[config.mk]
export PLATFORM = sky130hd
export DESIGN_NAME = game_flow_controller_flat
export DESIGN_NICKNAME = d
export VERILOG_FILES = /design/src/rtl/game_flow_controller_if.sv /design/src/rtl/game_flow_controller.sv /design/src/flat_wrapper.sv
export SDC_FILE = /design/constraint.sdc
export NUM_CORES = 1
export LEC_CHECK = 0
export ABC_AREA = 1
export BUFFER_PORTS_ARGS = -buffer_cell sky130_fd_sc_hd__buf_4
export CORE_AREA = 3 3 60 62
export CTS_CLUSTER_SIZE = 24
export DETAILED_ROUTE_END_ITERATION = 6
export DIE_AREA = 0 0 63 65
export PLACE_DENSITY = 0.77
export SYNTH_ARGS = -nofsm -noshare
export SYNTH_HDL_FRONTEND = slang
export SYNTH_SLANG_ARGS = --single-unit
[constraint.sdc]
create_clock -name Clk -period 2.53 [get_ports Clk]
set_input_delay 0.3795 -clock Clk [delete_from_list [all_inputs] [get_ports Clk]]
set_output_delay 0.3795 -clock Clk [all_outputs]
set_load 0.005 [all_outputs]
[src/rtl/game_flow_controller_if.sv]
// Signal bundle between the game sequencer and its keycode, motion and color-mapper neighbours.
// Master drives the per-frame inputs; slave (the sequencer) drives game state and palette.
interface game_flow_controller_if;
  logic       frame_tick;
  logic [7:0] keycode;
  logic       collision;
  logic       collision2;
  logic       finish_line_reached;
  logic [2:0] state;
  logic [2:0] lives;
  logic [3:0] level;
  logic       reset_player;
  logic       motion_en;
  logic [3:0] obs_speed;
  logic [3:0] foreground;
  logic [3:0] background;

  modport master (
    output frame_tick, keycode, collision, collision2, finish_line_reached,
    input  state, lives, level, reset_player, motion_en, obs_speed, foreground, background
  );

  modport slave (
    input  frame_tick, keycode, collision, collision2, finish_line_reached,
    output state, lives, level, reset_player, motion_en, obs_speed, foreground, background
  );
endinterface

[src/rtl/game_flow_controller.sv]
// Frame-synchronous game sequencer: lives, level, hit freeze, level clear, palette and speed select.
// Latency: flags on a frame_tick cycle show in state/palette/reset_player one Clk later; motion_en is comb.
// No backpressure; GAME_FLOW_INVULN_EN adds a 32-frame post-respawn grace period.
module game_flow_controller #(
  parameter int unsigned LIVES_INIT   = 3,
  parameter int unsigned MAX_LEVEL    = 4,
  parameter int unsigned HIT_FRAMES   = 60,
  parameter int unsigned CLEAR_FRAMES = 90,
  parameter logic [7:0]  START_KEY    = 8'h2C
) (
  input  logic                  Clk,
  input  logic                  Reset,
  game_flow_controller_if.slave bus
);

  typedef enum logic [2:0] {
    S_IDLE  = 3'd0,
    S_PLAY  = 3'd1,
    S_HIT   = 3'd2,
    S_CLEAR = 3'd3,
    S_OVER  = 3'd4,
    S_WIN   = 3'd5
  } state_e;

  localparam logic [2:0] LIVES_RST  = 3'(LIVES_INIT);
  localparam logic [3:0] MAX_LVL    = 4'(MAX_LEVEL);
  localparam logic [7:0] HIT_LOAD   = 8'(HIT_FRAMES);
  localparam logic [7:0] CLEAR_LOAD = 8'(CLEAR_FRAMES);

  state_e     state_q, state_d;
  logic [2:0] lives_q, lives_d;
  logic [3:0] level_q, level_d;
  logic [7:0] timer_q, timer_d;
  logic       key_seen_q, key_seen_d;
  logic       reset_player_q, reset_player_d;
  logic [3:0] fg_q, fg_d;
  logic [3:0] bg_q, bg_d;
  logic       key_now, start_req, hit, hit_eff, timer_last, consume;
`ifdef GAME_FLOW_INVULN_EN
  logic [5:0] grace_q, grace_d;
`endif

  always_ff @(posedge Clk) begin
    if (Reset) begin
      state_q        <= S_IDLE;
      lives_q        <= LIVES_RST;
      level_q        <= 4'd1;
      timer_q        <= 8'd0;
      key_seen_q     <= 1'b0;
      reset_player_q <= 1'b0;
      fg_q           <= 4'd0;
      bg_q           <= 4'd0;
`ifdef GAME_FLOW_INVULN_EN
      grace_q        <= 6'd0;
`endif
    end else begin
      state_q        <= state_d;
      lives_q        <= lives_d;
      level_q        <= level_d;
      timer_q        <= timer_d;
      key_seen_q     <= key_seen_d;
      reset_player_q <= reset_player_d;
      fg_q           <= fg_d;
      bg_q           <= bg_d;
`ifdef GAME_FLOW_INVULN_EN
      grace_q        <= grace_d;
`endif
    end
  end

  always_comb begin
    key_now        = (bus.keycode == START_KEY);
    start_req      = key_seen_q | key_now;
    hit            = bus.collision | bus.collision2;
    timer_last     = (timer_q <= 8'd1);
    state_d        = state_q;
    lives_d        = lives_q;
    level_d        = level_q;
    timer_d        = timer_q;
    reset_player_d = 1'b0;
    consume        = 1'b0;
`ifdef GAME_FLOW_INVULN_EN
    grace_d        = grace_q;
    hit_eff        = hit & (grace_q == 6'd0);
`else
    hit_eff        = hit;
`endif

    if (bus.frame_tick) begin
`ifdef GAME_FLOW_INVULN_EN
      if (grace_q != 6'd0) grace_d = grace_q - 6'd1;
`endif
      case (state_q)
        S_IDLE, S_OVER, S_WIN: begin
          if (start_req) begin
            lives_d        = LIVES_RST;
            level_d        = 4'd1;
            reset_player_d = 1'b1;
            consume        = 1'b1;
            state_d        = S_PLAY;
          end
        end
        S_PLAY: begin
          // A hit outranks a finish crossing on the same frame.
          if (hit_eff) begin
            lives_d = (lives_q == 3'd0) ? 3'd0 : lives_q - 3'd1;
            timer_d = HIT_LOAD;
            state_d = S_HIT;
          end else if (bus.finish_line_reached) begin
            timer_d = CLEAR_LOAD;
            state_d = S_CLEAR;
          end
        end
        S_HIT: begin
          if (timer_q != 8'd0) timer_d = timer_q - 8'd1;
          if (timer_last) begin
            if (lives_q == 3'd0) begin
              state_d = S_OVER;
            end else begin
              reset_player_d = 1'b1;
              state_d        = S_PLAY;
`ifdef GAME_FLOW_INVULN_EN
              grace_d        = 6'd32;
`endif
            end
          end
        end
        S_CLEAR: begin
          if (timer_q != 8'd0) timer_d = timer_q - 8'd1;
          if (timer_last) begin
            if (level_q >= MAX_LVL) begin
              state_d = S_WIN;
            end else begin
              level_d        = level_q + 4'd1;
              reset_player_d = 1'b1;
              state_d        = S_PLAY;
            end
          end
        end
        default: state_d = S_IDLE;
      endcase
    end

    key_seen_d = consume ? 1'b0 : (key_seen_q | key_now);

    // Palette follows the next state so it changes on the same edge as state.
    fg_d = ((state_d == S_HIT) && timer_d[3]) ? 4'hF : 4'h0;
    case (state_d)
      S_PLAY, S_HIT, S_CLEAR: bg_d = level_d;
      S_OVER:                 bg_d = 4'hF;
      S_WIN:                  bg_d = 4'h8;
      default:                bg_d = 4'h0;
    endcase
  end

  assign bus.state        = state_q;
  assign bus.lives        = lives_q;
  assign bus.level        = level_q;
  assign bus.reset_player = reset_player_q;
  assign bus.motion_en    = (state_q == S_PLAY);
  assign bus.obs_speed    = (level_q > MAX_LVL) ? MAX_LVL : level_q;
  assign bus.foreground   = fg_q;
  assign bus.background   = bg_q;

endmodule

[src/flat_wrapper.sv]
// flat-port wrapper written by rule: the top's interface ports become plain ports
module game_flow_controller_flat 
#(
  parameter int unsigned LIVES_INIT   = 3,
  parameter int unsigned MAX_LEVEL    = 4,
  parameter int unsigned HIT_FRAMES   = 60,
  parameter int unsigned CLEAR_FRAMES = 90,
  parameter logic [7:0]  START_KEY    = 8'h2C
)
  (Clk, Reset, bus_frame_tick, bus_keycode, bus_collision, bus_collision2, bus_finish_line_reached, bus_state, bus_lives, bus_level, bus_reset_player, bus_motion_en, bus_obs_speed, bus_foreground, bus_background);
  game_flow_controller_if bus_i ();
  input  logic Clk;
  input  logic Reset;
  input wire logic [$bits(bus_i.frame_tick)-1:0] bus_frame_tick;
  input wire logic [$bits(bus_i.keycode)-1:0] bus_keycode;
  input wire logic [$bits(bus_i.collision)-1:0] bus_collision;
  input wire logic [$bits(bus_i.collision2)-1:0] bus_collision2;
  input wire logic [$bits(bus_i.finish_line_reached)-1:0] bus_finish_line_reached;
  output wire logic [$bits(bus_i.state)-1:0] bus_state;
  output wire logic [$bits(bus_i.lives)-1:0] bus_lives;
  output wire logic [$bits(bus_i.level)-1:0] bus_level;
  output wire logic [$bits(bus_i.reset_player)-1:0] bus_reset_player;
  output wire logic [$bits(bus_i.motion_en)-1:0] bus_motion_en;
  output wire logic [$bits(bus_i.obs_speed)-1:0] bus_obs_speed;
  output wire logic [$bits(bus_i.foreground)-1:0] bus_foreground;
  output wire logic [$bits(bus_i.background)-1:0] bus_background;
  assign bus_i.frame_tick = bus_frame_tick;
  assign bus_i.keycode = bus_keycode;
  assign bus_i.collision = bus_collision;
  assign bus_i.collision2 = bus_collision2;
  assign bus_i.finish_line_reached = bus_finish_line_reached;
  assign bus_state = bus_i.state;
  assign bus_lives = bus_i.lives;
  assign bus_level = bus_i.level;
  assign bus_reset_player = bus_i.reset_player;
  assign bus_motion_en = bus_i.motion_en;
  assign bus_obs_speed = bus_i.obs_speed;
  assign bus_foreground = bus_i.foreground;
  assign bus_background = bus_i.background;
  game_flow_controller #(.LIVES_INIT(LIVES_INIT), .MAX_LEVEL(MAX_LEVEL), .HIT_FRAMES(HIT_FRAMES), .CLEAR_FRAMES(CLEAR_FRAMES), .START_KEY(START_KEY)) u_core (.Clk(Clk), .Reset(Reset), .bus(bus_i));
endmodule
==> results.py <==
metrics = {
    "run_status": {
        "status": "finished, final reports clean",
    },
    "timing": {
        "setup_viol": 0,
        "tns_ns": 0,
        "skew_ns": 0.00609,
        "min_period_over_period": 0.755,
        "fin_crit_ns": 1.91,
        "rsz0062_at_grt": "false",
        "slew_viol_final": 0,
        "hold_viol": 0,
        "fmax_ghz": 0.524,
    },
    "floorplanning": {
        "design.die.area_sq_um": 4100,
        "start_util": 0.539,
        "die_h_microns": 65,
        "rows": 20,
        "core_sq_um": 3080,
        "die_w_microns": 63,
        "pin_count": 38,
    },
    "pwr": {
        "internal_power_mw": 0.564,
        "power.share.sequential": 0.496,
        "peakVddDrop_v": 0.000325,
        "power.density_nw_per_um2": 435,
        "finalPower_mw": 0.859,
        "power_switching_mw": 0.295,
        "clockPowerShare": 0.221,
        "pwr-share-comb": 0.283,
        "switching_share": 0.343,
        "power_leakage_nw": 1.05,
    },
    "worst_setup_path": {
        "r2r_start": "u_core.timer_q[1]$_SDFFE_PP0P_",
        "reg2reg_slack_ns": 0.67,
        "criticalPathCategory": "reg2out",
        "crit_fanout": 5,
        "cp-start-kind": "flop",
        "cp-startpoint": "u_core.bus.level[0]$_SDFF_PP1_",
        "worstPathArrival_ns": 1.53,
        "worstPathRequired_ns": 2.15,
        "endpoint": "bus_obs_speed[1]",
        "reg2reg_depth": 13,
        "critical_path.endpoint_type": "output pin",
        "rr_endpoint": "u_core.bus.background[0]$_SDFF_PP0_",
    },
    "synth": {
        "syn_inst": 253,
        "yosys.area_share.simple": 0.375,
        "yosys.area.top_type": "dfxtp_1",
        "synth_top_family_by_area": "simple AND/OR/NAND/NOR gates",
        "yosys.area.top_type_share": 0.302,
        "synthXorXnorAreaFrac": 0.0106,
        "synth_compound_area_frac": 0.155,
        "synth.most_common_cell": "nand2_1",
        "synth_mux_area_frac": 0,
        "synthesis.area_sq_um": 1660,
        "ys_seq_area_frac": 0.302,
        "synth_edf_count": 0,
        "syn-num-nets": 272,
        "synth-main-ff-cell": "dfxtp_1",
        "synth-seq-cells": 25,
        "yosysWarnings": 0,
        "syn_avg_cell_area_sq_um": 6.56,
        "synth_area_leaders": "dfxtp_1, nand2_1, inv_1",
        "synth_cell_types": 31,
        "synthArstFlopShare": 0,
        "synth.top_cells.by_count": "nand2_1, inv_1, nor2_1",
        "synth_fa_ha_area_frac": 0.0377,
    },
    "layout": {
        "final_core_util": 0.642,
        "area_growth_pct": 19.2,
        "final_cells": 331,
        "fin_nets": 307,
        "multi_input_area_sq_um": 963,
        "layout.area.seq_sq_um": 500,
        "postLayoutCellArea_sq_um": 1980,
        "layout-drive-gt1-share": 0.247,
        "diodes": 0,
        "fillerInstances": 298,
    },
    "grt": {
        "antenna_found_initial": 0,
        "grt_max_degree": 16,
        "grt_pass1_wl_mm": 6.96,
        "grt_remaining_overflow": 0,
        "grt_pass1_vias": 1588,
        "grt_use_total": 0.213,
    },
    "clocking": {
        "cts_buffers": 3,
        "clock-sinks": 25,
        "cts_resized": 0,
        "clk_pin_slew_ns": 0.14,
        "cts_root_buffer": "clkbuf_4",
        "hold_buffers": 0,
        "h-tree-depth": 1,
        "postCtsSetupBuffers": 0,
        "clockBufferDepth": 2,
        "cts_tree": "built",
        "clk_latency_ns": 0.33,
    },
    "routing": {
        "firstDrtPassIters": 4,
        "post_drt_wl_per_cell_microns": 11.7,
        "antenna_left": 0,
        "vias": 1671,
        "via_per_inst": 5.05,
        "drtIter0Drc": 75,
        "routed_wl_mm": 3.88,
        "drc": 0,
    },
    "placement": {
        "gp_congestion": 0.928,
        "postPlaceCellArea_sq_um": 1950,
        "place_inst": 327,
        "portBuffers": 36,
        "hpwl_mm": 3.09,
    },
    "job": {
        "maxCapViolCount": 0,
    },
    "hold_path": {
        "min_path_type": "in2reg",
    },
}
## cells in the final DEF (no fill, tap or decap), drive strengths merged
cell type / Yosys / layout
nand2: 65 / 65
clkbuf: 0 / 3
conb: 1 / 1
o211ai: 1 / 1
o21bai: 1 / 1
inv: 40 / 40
xor2: 2 / 2
a31oi: 2 / 2
or2: 1 / 1
buf: 7 / 37
ha: 5 / 5
nor4: 1 / 1
a211oi: 3 / 3
nand3: 25 / 25
clkinvlp: 0 / 1
nor2: 40 / 40
dfxtp: 25 / 25
o21ai: 19 / 19
a21oi: 14 / 14
nor3: 1 / 1
## layer usage
layer,global-route usage,wire (microns)
met3,0.0277,265
met4,0.102,68
met5,0,0
met1,0.277,1840
met2,0.348,1710
## logic make-up after synthesis
logic type,Yosys count
AND/OR/NAND/NOR,133
buffers and inverters,47
AO/OA/AOI/OAI,40
flip-flops,25
adder cells (fa/ha/maj),5
XOR/XNOR,2
other,1
## flip-flops by register name (all words and copies together) (netlist names)
register	count
u_core.bus.background	4
u_core.bus.state	3
u_core.key_seen_q	1
u_core.bus.level	4
u_core.bus.lives	3
u_core.bus.foreground	1
u_core.bus.reset_player	1
u_core.timer_q	8
## worst max-delay path, cell delays in order (launching register included)
cell and delay (ns):
dfxtp_1 0.44, inv_1 0.13, ha_1 0.20, o21ai_0 0.23, nor2_1 0.07, buf_4 0.13
## per-stage QoR
step	hold WS [ns]	worst slack (ns)
5_1_grt	0.286	0.449
6_report	0.299	0.620
3_3_place_gp	0.460	0.781
4_1_cts	0.284	0.623
3_5_place_dp	0.474	0.689
2_1_floorplan	0.437	0.878
## power by group through the flow
stage	sequential, mW	combinational, mW	clock [mW]
floorplan	0.431	0.178	0
global placement	0.434	0.239	0
detailed placement	0.434	0.241	0
CTS	0.426	0.242	0.198
global route	0.429	0.278	0.220
finish	0.426	0.243	0.190
## how the worst min path moves through the flow
| stage | start | endpoint | slack (ns) | cells after the start |
|---|---|---|---|---|
| finish | Reset | u_core.bus.state[0]$_SDFF_PP0_ | 0.30 | 2 |
| global route | Reset | u_core.timer_q[1]$_SDFFE_PP0P_ | 0.29 | 2 |
| CTS | Reset | u_core.timer_q[3]$_SDFF_PP0_ | 0.28 | 2 |
| detailed placement | u_core.timer_q[7]$_SDFFE_PP0P_ | u_core.timer_q[7]$_SDFFE_PP0P_ | 0.47 | 2 |
| global placement | u_core.timer_q[7]$_SDFFE_PP0P_ | u_core.timer_q[7]$_SDFFE_PP0P_ | 0.46 | 2 |
| floorplan | u_core.timer_q[7]$_SDFFE_PP0P_ | u_core.timer_q[7]$_SDFFE_PP0P_ | 0.44 | 2 |
## final cells by class
class | count | share of cell area
multi-input cells | 181 | 0.487
flip-flops and latches | 25 | 0.253
repair buffers | 37 | 0.141
inverters | 40 | 0.0759
well taps | 44 | 0.0278
clock buffers | 3 | 0.0114
clock inverters | 1 | 0.00380
No activity file was read; power rests on OpenSTA's default activity.
